==> config.mk <==
export PLATFORM = sky130hd
export DESIGN_NAME = led_mode_ctrl
export DESIGN_NICKNAME = d
export VERILOG_FILES = /design/src/rtl/led_ctrl_pkg.sv /design/src/rtl/button_debounce.sv /design/src/rtl/led_mode_ctrl.sv
export SDC_FILE = /design/constraint.sdc
export NUM_CORES = 1
export LEC_CHECK = 0
export BUFFER_PORTS_ARGS = -buffer_cell sky130_fd_sc_hd__buf_4
export CAP_MARGIN = 30
export CORE_AREA = 2 2 115 117
export DETAILED_ROUTE_END_ITERATION = 7
export DIE_AREA = 0 0 117 119
export PLACE_DENSITY = 0.81
export SYNTH_ARGS = -nofsm -noshare
export SYNTH_HDL_FRONTEND = slang
export SYNTH_SLANG_ARGS = --single-unit
==> constraint.sdc <==
create_clock -name clk -period 3.57 [get_ports clk]
set_input_delay 0.5355 -clock clk [delete_from_list [all_inputs] [get_ports clk]]
set_output_delay 0.5355 -clock clk [all_outputs]
set_load 0.01 [all_outputs]
==> src/rtl/led_ctrl_pkg.sv <==
// Shared types and helpers for the LED mode controller.
//   mode_t    : pattern selected for led[0] (OFF, ON, SLOW, FAST, BREATHE)
//   MODE_W    : width of the mode encoding
//   PWM_W     : width of the breathe PWM counter and duty value
//   next_mode : successor of a mode on a step press (wraps BREATHE -> OFF)
package led_ctrl_pkg;

  localparam int MODE_W = 3;
  localparam int PWM_W  = 8;

  typedef enum logic [MODE_W-1:0] {
    MODE_OFF     = 3'd0,
    MODE_ON      = 3'd1,
    MODE_SLOW    = 3'd2,
    MODE_FAST    = 3'd3,
    MODE_BREATHE = 3'd4
  } mode_t;

  // Encodings 5-7 cannot be reached by stepping; if one ever appears it
  // falls back to OFF.
  function automatic mode_t next_mode(input mode_t m);
    case (m)
      MODE_OFF:     return MODE_ON;
      MODE_ON:      return MODE_SLOW;
      MODE_SLOW:    return MODE_FAST;
      MODE_FAST:    return MODE_BREATHE;
      MODE_BREATHE: return MODE_OFF;
      default:      return MODE_OFF;
    endcase
  endfunction

endpackage

==> src/rtl/button_debounce.sv <==
// Synchroniser, debouncer and press detector for one active-low button.
//   clk   : system clock
//   rst   : asynchronous active-low reset
//   btn_n : raw button, active low, asynchronous to clk
//   level : debounced button level (1 = released)
//   press : one-cycle pulse the cycle after level falls 1 -> 0
module button_debounce #(
  parameter int DEBOUNCE_CYCLES = 500_000
) (
  input  logic clk,
  input  logic rst,
  input  logic btn_n,
  output logic level,
  output logic press
);

  localparam int CNT_W = (DEBOUNCE_CYCLES > 1) ? $clog2(DEBOUNCE_CYCLES) : 1;
  localparam logic [CNT_W-1:0] CNT_LAST = CNT_W'(DEBOUNCE_CYCLES - 1);

  logic [1:0]       sync_reg;
  logic [CNT_W-1:0] cnt_reg;
  logic             level_d_reg;

  // Everything resets to "released", so a button already held at reset
  // release must still survive a full debounce window before it counts.
  always_ff @(posedge clk or negedge rst) begin
    if (!rst) begin
      sync_reg    <= 2'b11;
      cnt_reg     <= '0;
      level       <= 1'b1;
      level_d_reg <= 1'b1;
      press       <= 1'b0;
    end else begin
      sync_reg    <= {sync_reg[0], btn_n};
      level_d_reg <= level;
      press       <= level_d_reg & ~level;
      // Any sample that agrees with the accepted level restarts the window.
      if (sync_reg[1] == level) begin
        cnt_reg <= '0;
      end else if (cnt_reg == CNT_LAST) begin
        level   <= sync_reg[1];
        cnt_reg <= '0;
      end else begin
        cnt_reg <= cnt_reg + 1'b1;
      end
    end
  end

endmodule

==> src/rtl/led_mode_ctrl.sv <==
// Owner of the board's two LEDs.
//   clk     : system clock
//   rst     : asynchronous active-low reset
//   button  : raw active-low buttons; [0] steps the mode, [1] forces OFF
//   led     : registered LED drives; [0] mode pattern, [1] heartbeat/ack
//   mode_o  : current mode encoding
//   press_o : one-cycle accepted-press pulse per button
module led_mode_ctrl
  import led_ctrl_pkg::*;
#(
  parameter int DEBOUNCE_CYCLES = 500_000,
  parameter int SLOW_HALF       = 50_000_000,
  parameter int FAST_HALF       = 12_500_000,
  parameter int BREATHE_STEP    = 50_000,
  parameter int FEEDBACK_CYCLES = 5_000_000
) (
  input  logic              clk,
  input  logic              rst,
  input  logic [1:0]        button,
  output logic [1:0]        led,
  output logic [MODE_W-1:0] mode_o,
  output logic [1:0]        press_o
);

  localparam int SLOW_W = (SLOW_HALF > 1) ? $clog2(SLOW_HALF) : 1;
  localparam int FAST_W = (FAST_HALF > 1) ? $clog2(FAST_HALF) : 1;
  localparam int STEP_W = (BREATHE_STEP > 1) ? $clog2(BREATHE_STEP) : 1;
  localparam int FB_W   = $clog2(FEEDBACK_CYCLES + 1) > 0 ? $clog2(FEEDBACK_CYCLES + 1) : 1;

  localparam logic [SLOW_W-1:0] SLOW_LAST = SLOW_W'(SLOW_HALF - 1);
  localparam logic [FAST_W-1:0] FAST_LAST = FAST_W'(FAST_HALF - 1);
  localparam logic [STEP_W-1:0] STEP_LAST = STEP_W'(BREATHE_STEP - 1);
  localparam logic [FB_W-1:0]   FB_LOAD   = FB_W'(FEEDBACK_CYCLES);
  localparam logic [PWM_W-1:0]  DUTY_MAX  = {PWM_W{1'b1}};

  logic [1:0]        btn_level;
  mode_t             mode_reg;
  logic [SLOW_W-1:0] slow_cnt_reg;
  logic [FAST_W-1:0] fast_cnt_reg;
  logic [STEP_W-1:0] step_cnt_reg;
  logic [PWM_W-1:0]  pwm_cnt_reg;
  logic [PWM_W-1:0]  duty_reg;
  logic              dir_up_reg;
  logic              slow_ph_reg;
  logic              fast_ph_reg;
  logic [FB_W-1:0]   fb_reg;
  logic [FB_W-1:0]   fb_next;
  logic              led0_next;
  logic              step_wrap;
  logic              enter_breathe;

  genvar gi;
  generate
    for (gi = 0; gi < 2; gi++) begin : g_btn
      button_debounce #(
        .DEBOUNCE_CYCLES(DEBOUNCE_CYCLES)
      ) u_debounce (
        .clk  (clk),
        .rst  (rst),
        .btn_n(button[gi]),
        .level(btn_level[gi]),
        .press(press_o[gi])
      );
    end
  endgenerate

  assign mode_o    = mode_reg;
  assign step_wrap = (step_cnt_reg == STEP_LAST);
  // The only way into BREATHE is a lone step press while in FAST.
  assign enter_breathe = press_o[0] & ~press_o[1] & (mode_reg == MODE_FAST);

  always_comb begin
    fb_next = fb_reg;
    if (|press_o) begin
      fb_next = FB_LOAD;
    end else if (fb_reg != '0) begin
      fb_next = fb_reg - 1'b1;
    end
  end

  always_comb begin
    led0_next = 1'b0;
    case (mode_reg)
      MODE_ON:      led0_next = 1'b1;
      MODE_SLOW:    led0_next = slow_ph_reg;
      MODE_FAST:    led0_next = fast_ph_reg;
      MODE_BREATHE: led0_next = (pwm_cnt_reg < duty_reg);
      default:      led0_next = 1'b0;
    endcase
  end

  always_ff @(posedge clk or negedge rst) begin
    if (!rst) begin
      mode_reg     <= MODE_OFF;
      slow_cnt_reg <= '0;
      fast_cnt_reg <= '0;
      step_cnt_reg <= '0;
      pwm_cnt_reg  <= '0;
      duty_reg     <= '0;
      dir_up_reg   <= 1'b1;
      slow_ph_reg  <= 1'b0;
      fast_ph_reg  <= 1'b0;
      fb_reg       <= '0;
      led          <= 2'b00;
    end else begin
      // Timebases free-run; mode changes never restart them.
      if (slow_cnt_reg == SLOW_LAST) begin
        slow_cnt_reg <= '0;
        slow_ph_reg  <= ~slow_ph_reg;
      end else begin
        slow_cnt_reg <= slow_cnt_reg + 1'b1;
      end
      if (fast_cnt_reg == FAST_LAST) begin
        fast_cnt_reg <= '0;
        fast_ph_reg  <= ~fast_ph_reg;
      end else begin
        fast_cnt_reg <= fast_cnt_reg + 1'b1;
      end
      step_cnt_reg <= step_wrap ? '0 : step_cnt_reg + 1'b1;
      pwm_cnt_reg  <= pwm_cnt_reg + 1'b1;

      // Mode FSM: the OFF button has priority over the step button.
      if (press_o[1]) begin
        mode_reg <= MODE_OFF;
      end else if (press_o[0]) begin
        mode_reg <= next_mode(mode_reg);
      end else if (mode_reg > MODE_BREATHE) begin
        mode_reg <= MODE_OFF;
      end

      // Triangle duty: turn around at both ends without repeating them.
      if (mode_reg != MODE_BREATHE) begin
        if (enter_breathe) begin
          duty_reg   <= '0;
          dir_up_reg <= 1'b1;
        end
      end else if (step_wrap) begin
        if (dir_up_reg) begin
          if (duty_reg == DUTY_MAX) begin
            duty_reg   <= DUTY_MAX - 1'b1;
            dir_up_reg <= 1'b0;
          end else begin
            duty_reg <= duty_reg + 1'b1;
          end
        end else begin
          if (duty_reg == '0) begin
            duty_reg   <= 1;
            dir_up_reg <= 1'b1;
          end else begin
            duty_reg <= duty_reg - 1'b1;
          end
        end
      end

      fb_reg <= fb_next;
      led    <= {(fb_next != '0) | slow_ph_reg, led0_next};
    end
  end

endmodule

# ---- Word-level counts from Yosys, hierarchy flattened
# Cells that the tools add are included.
dict set report totals {
  register_bits 161
  inputBits 4
  output_inout_bits 7
  elab_cells 94
}
dict set report op_classes {
  n_eq_ne 14
  addsub 9
  bitwise 12
  n_mux 26
  reduce_logical 10
  magnitude_cmp 2
}
# op count
set ops {}
lappend ops {{19-bit 2-to-1 mux} 4}
lappend ops {{8-bit 2-to-1 mux} 6}
lappend ops {{23-bit 2-to-1 mux} 2}
lappend ops {{23-bit nonzero test} 2}
lappend ops {{19-bit by 1-bit adder with 19-bit output, second input constant} 2}
lappend ops {{19-bit equality test, second input constant} 2}
lappend ops {{26-bit by 1-bit adder with 26-bit output, second input constant} 1}
lappend ops {{26-bit equality test, second input constant} 1}
lappend ops {{26-bit 2-to-1 mux} 1}
lappend ops {{24-bit by 1-bit adder with 24-bit output, second input constant} 1}
lappend ops {{24-bit equality test, second input constant} 1}
lappend ops {{24-bit 2-to-1 mux} 1}
lappend ops {{23-bit by 1-bit subtractor with 23-bit output, second input constant} 1}
lappend ops {{16-bit by 1-bit adder with 16-bit output, second input constant} 1}
lappend ops {{8-bit by 1-bit adder with 8-bit output, second input constant} 2}
lappend ops {{16-bit equality test, second input constant} 1}
lappend ops {{16-bit 2-to-1 mux} 1}
lappend ops {{3-bit case mux with 4 select lines} 1}
lappend ops {{3-bit 2-to-1 mux} 3}
lappend ops {{8-bit equality test, second input constant} 1}
lappend ops {{8-bit logical NOT} 1}
lappend ops {{8-bit < comparator} 1}
lappend ops {{8-bit by 1-bit subtractor with 8-bit output, second input constant} 1}
lappend ops {{1-bit inverter} 7}
lappend ops {{other kinds (16)} 28}

# ---- Longest topological paths before layout
dict set report depth {
  ltp_word 5
  depth_mapped 10
  depth_no_buf 9
}

# ---- Cells and area by module
# From an unflattened synthesis, not the netlist that was laid out.
dict set report hier_totals {
  cells_unflattened 815
  hier_area_um2 8134.1
}
# mod n_inst cells_each area_per_inst_um2
set by_module_without_submodules {}
lappend by_module_without_submodules {led_mode_ctrl 1 599 5851.9}
lappend by_module_without_submodules {button_debounce 2 108 1141.1}

# ---- Least setup slack after synthesis
# No wires, ideal clock.
dict set report synth_timing {
  kind {reg2reg}
  startpoint {register fb_reg[2]}
  endpoint {register led[1]}
  required_time_ps 3433
  path_buffers 1
  slack_ps 1312
  path_stages_with_launch 9
  t_arrival_ps 2121
  cell_sequence {dfrtp_1 > buf_6 > or4_2 > nor3_1 > o211ai_1 > xor2_1 > nand2_1 > nor4b_1 > nand3_1}
}
dict set report synth_via {
  elab_chain_len 5
}
# item line
set synth_lines {}
lappend synth_lines {{start: declaration} led_mode_ctrl.sv:46} ;# logic [FB_W-1:0] fb_reg;
lappend synth_lines {{start signal: assignment} led_mode_ctrl.sv:155} ;# fb_reg <= fb_next;
lappend synth_lines {{23-bit by 1-bit subtractor with 23-bit output or 23-bit nonzero test (tied branches)} {led_mode_ctrl.sv:77, led_mode_ctrl.sv:76}}
lappend synth_lines {{23-bit 2-to-1 mux (*)} led_mode_ctrl.sv:76} ;# end else if (fb_reg != '0) begin
lappend synth_lines {{23-bit 2-to-1 mux (*)} led_mode_ctrl.sv:74} ;# if (|press_o) begin
lappend synth_lines {{net fb_next[8]} led_mode_ctrl.sv:47} ;# logic [FB_W-1:0] fb_next;
lappend synth_lines {{23-bit nonzero test (*)} led_mode_ctrl.sv:156} ;# led <= {(fb_next != '0) | slow_ph_reg, led0_next};
lappend synth_lines {{1-bit bitwise OR (*)} led_mode_ctrl.sv:156}
lappend synth_lines {{end signal: assignment} led_mode_ctrl.sv:156}
lappend synth_lines {{end: declaration} led_mode_ctrl.sv:20} ;# output logic [1:0] led,
# The timed path passes the listed nets; every way through them passes the cells marked *.
# A chain may end at the register's enable or synchronous reset.

# ---- Worst setup path in the final report
dict set report layout_timing {
  startpoint {register fb_reg[0]}
  endpoint {register led[1]}
}
dict set report layout_via {
  elab_chain_len 5
}
# item line
set layout_lines {}
lappend layout_lines {{23-bit by 1-bit subtractor with 23-bit output or 23-bit nonzero test (tied branches)} {led_mode_ctrl.sv:77, led_mode_ctrl.sv:76}}
lappend layout_lines {{23-bit 2-to-1 mux (*)} led_mode_ctrl.sv:76}
lappend layout_lines {{23-bit 2-to-1 mux (*)} led_mode_ctrl.sv:74}
lappend layout_lines {{23-bit nonzero test (*)} led_mode_ctrl.sv:156}
lappend layout_lines {{1-bit bitwise OR (*)} led_mode_ctrl.sv:156}
# Every way passes the cells marked *; elsewhere a longest branch is shown, timed or not.

==> summary.md <==
| Metric | Value |
|---|---|
| Outcome | finished, final reports clean |
| Commonest cells in the netlist | 152 x dfrtp_1, 130 x nor2_1, 69 x nand2_1 |
| Count leader, synth | dfrtp_1 |
| Max clock buf depth | 2 |
| Placed cell count | between 900 and 1,000 |
| Synthesized area per cell | 9.79 um^2 |
| Post-synthesis cell count | 827 |
| Synth Net Count | 849 |
| Global-route wire length before repair | 27.2 mm |
| Row count | 42 |
| Gr usage total | 24.4% |
| Fmax | between 300 and 400 MHz |
| CTS Buf Count | 17 |
| N_diodes | 0 |
| Slew HR | 53.7% |
| Vias per inst | 5.80 |
| Vias | ~6,000 |
| Metal3 WL | 471 um |
| Post CTS Setup Buffer Count | 0 |
| Total power | 3.68 mW |
| CORE AREA | between 10,000 and 15,000 um^2 |
| Worst-margin pin slew | a little under 700 ps |
| Final Hold Viols | 0 |
| CP startpoint kind | register |
| Final std cells w/o fill | 1,029 |
| DR iter-0 viols | 506 |
| Nets | between 800 and 900 |
| Final GP Congestion | approximately 0.90 |
| Vias in the first global route | between 6,000 and 7,000 |
| DRC Markers | 0 |
| Clock transition at path regs | 60 ps |
| Post-synth EDFFs | 0 |
| Congestion Overflow GR | 0 |
| Share of layout cells above drive strength 1 | 8.91% |
| Worst-case clock skew | 8.80 ps |
| Largest net degree at the start of global routing | just over 90 |
| Top cell type's share of synthesized area | a little under half |
| Worst path required time | 3860 ps |
| Cell mode on critical path | nor4b_1 |
| Synth area leaders | dfrtp_1 47%, xor2_1 6.8%, nor2_1 6.0% |
| Crit end category | register |
| DRT met1 WL | roughly 7.0 mm |
| RSZ-0062 raised after global routing | no |
| Final min period | 2750 ps |
| Post-synth cell types | 67 |
| Final period utilization | 77.0% |
| DR top layer | met4 |
| Register area share after synthesis | 49.9% |
| Hold buffers post-CTS | 0 |
| Setup TNS | 0 ps |
| DRT Pass-1 Iters | 5 |
| Die height | 119 um |
| Synth-to-layout area growth | 10.1% |
| Largest area contributor in the netlist | dfrtp_1 |
| Initial antenna violation count | 0 |
| Die X | about 120 um |
| Die area | 13,900 um^2 |
| CTS root buf | clkbuf_16 |
| Ys async rst share | 100% |
| Skew-Pair Late Insertion Delay | 420 ps |
| IR Drop Worst-Case VDD | between 0.3 and 0.4 mV |
| Largest stage delay, worst path | 500 ps |
| PwrDens | 413 nW/um^2 |
| Hpwl dp | 10.6 mm |
| Fin. max-slew vios | 0 |
| # IOs | 11 |
| Setup CP Type | register to register |
| Post_cts resized | 0 |
| Smallest hold slack | 104 ps |
| Seq cells post-synth | 161 |
| Flip-flop count of the largest register after layout | 38 |
| Starting Density | 62.9% |
| Max-cap viol count | 0 |
| DR WL/cell | 15.1 um |
| Port Buffer Count | 10 |
| Critical path peak fanout | 8 |
| Final wirelength | 15.5 mm |
| Leakage power | between 4 and 5 nW |
| H-tree depth | 4 |
| Top FF cell, synth | dfrtp_1 |
| Final count of negative-setup-slack endpoints | 0 |
| CTS tree | yes |
| Detail Route Antenna Nets | 0 |
| Sink Count | roughly 160 |
| Met2 wire len | 7.79 mm |
| Crit-path slowest cell | and4_1 |
| Synth warnings | 0 |
| Worst EP arrival | 3030 ps |
| Setup WS post-layout | 821 ps |
| Pre-CTS WS | between 800 and 900 ps |
| Synthesized area | 8100 um^2 |
| Critical-path cell list | inv_1 > ha_1 > nor4b_1 > and4_1 > a2111oi_2 > xnor2_1 > a21oi_1 > nor4b_1 > nand3_1 |
| Hold Crit Class | input pin to asynchronous set/reset pin |
where the power goes:
part / internal (mW) / total (mW) / switching [mW] / leakage, nW
Sequential: 1.83 / 1.84 / 0.00681 / 2.16
Clock: 1.05 / 1.78 / 0.732 / 0.279
Combinational: 0.0116 / 0.0576 / 0.0459 / 1.63
Total: 2.89 / 3.68 / 0.785 / 4.07
layout make-up:
type,instances,area [um^2]
clock buffers,19,443
clock inverters,13,138
fillers,951,3960
inverters,23,86.3
multi-input cells,624,3870
flip-flops and latches,161,4040
well taps,176,220
repair buffers,13,114
layout by cell type (no fill, tap or decap), drive strengths merged, types with 9 or more instances in the layout:
cell type,n
nor2,131
or3,13
nand2,70
nand3,45
dfstp,9
and4,9
a21oi,29
nor4,12
nor3,24
clkbuf,19
inv,24
nand4,35
ha,18
xnor2,46
dfrtp,152
xor2,63
o21ai,30
buf,13
and3,13
nor2b,13
through the flow:
stage	util (%)	area, um^2
floorplan	-	8100
global route	69.2	8910
CTS	69.2	8910
detailed placement	64.7	8330
global placement	64.7	8330
finish	69.2	8910
worst paths after layout:
path,start,end,slack (ps),depth (start not counted)
max in group asynchronous,rst,g_btn[1].u_debounce.level_d_reg,2550,2
min in group clk,button[0],g_btn[0].u_debounce.sync_reg[0],220,1
max,fb_reg[0],led[1],820,9
min reg2reg,g_btn[0].u_debounce.sync_reg[0],g_btn[0].u_debounce.sync_reg[1],360,0
max reg2reg,fb_reg[0],led[1],820,9
min,rst,fb_reg[4],100,1
cell families after synthesis:
| kind of cell | Yosys count | share of synthesized area (%) |
|---|---|---|
| and+or+nand+nor | 401 | 25.5 |
| xor gates and xnor gates | 109 | 11.8 |
| buffers and inverters | 42 | 2.30 |
| muxes | 5 | 0.649 |
| DFF | 161 | 49.9 |
| adders and majority gates | 18 | 2.78 |
| AOI/OAI and AO/OA | 91 | 7.05 |
layer usage:
layer | GRT usage [%] | vias to the layer above
li1 | - | 2907
met1 | 32.6 | 2930
met2 | 39.2 | 113
met3 | 5.70 | 22
met4 | 8.46 | 0
met5 | 0 | -
worst max-delay path: cells and delay by family (launching register included):
| kind | cells | cell delay, ps |
|---|---|---|
| compound gates | 2 | 240 |
| xor+xnor | 1 | 220 |
| fa+ha+maj | 1 | 180 |
| buf+inv | 1 | 130 |
| flops | 1 | 410 |
| simple gates | 4 | 1440 |
(Power assumes the default switching activity.)
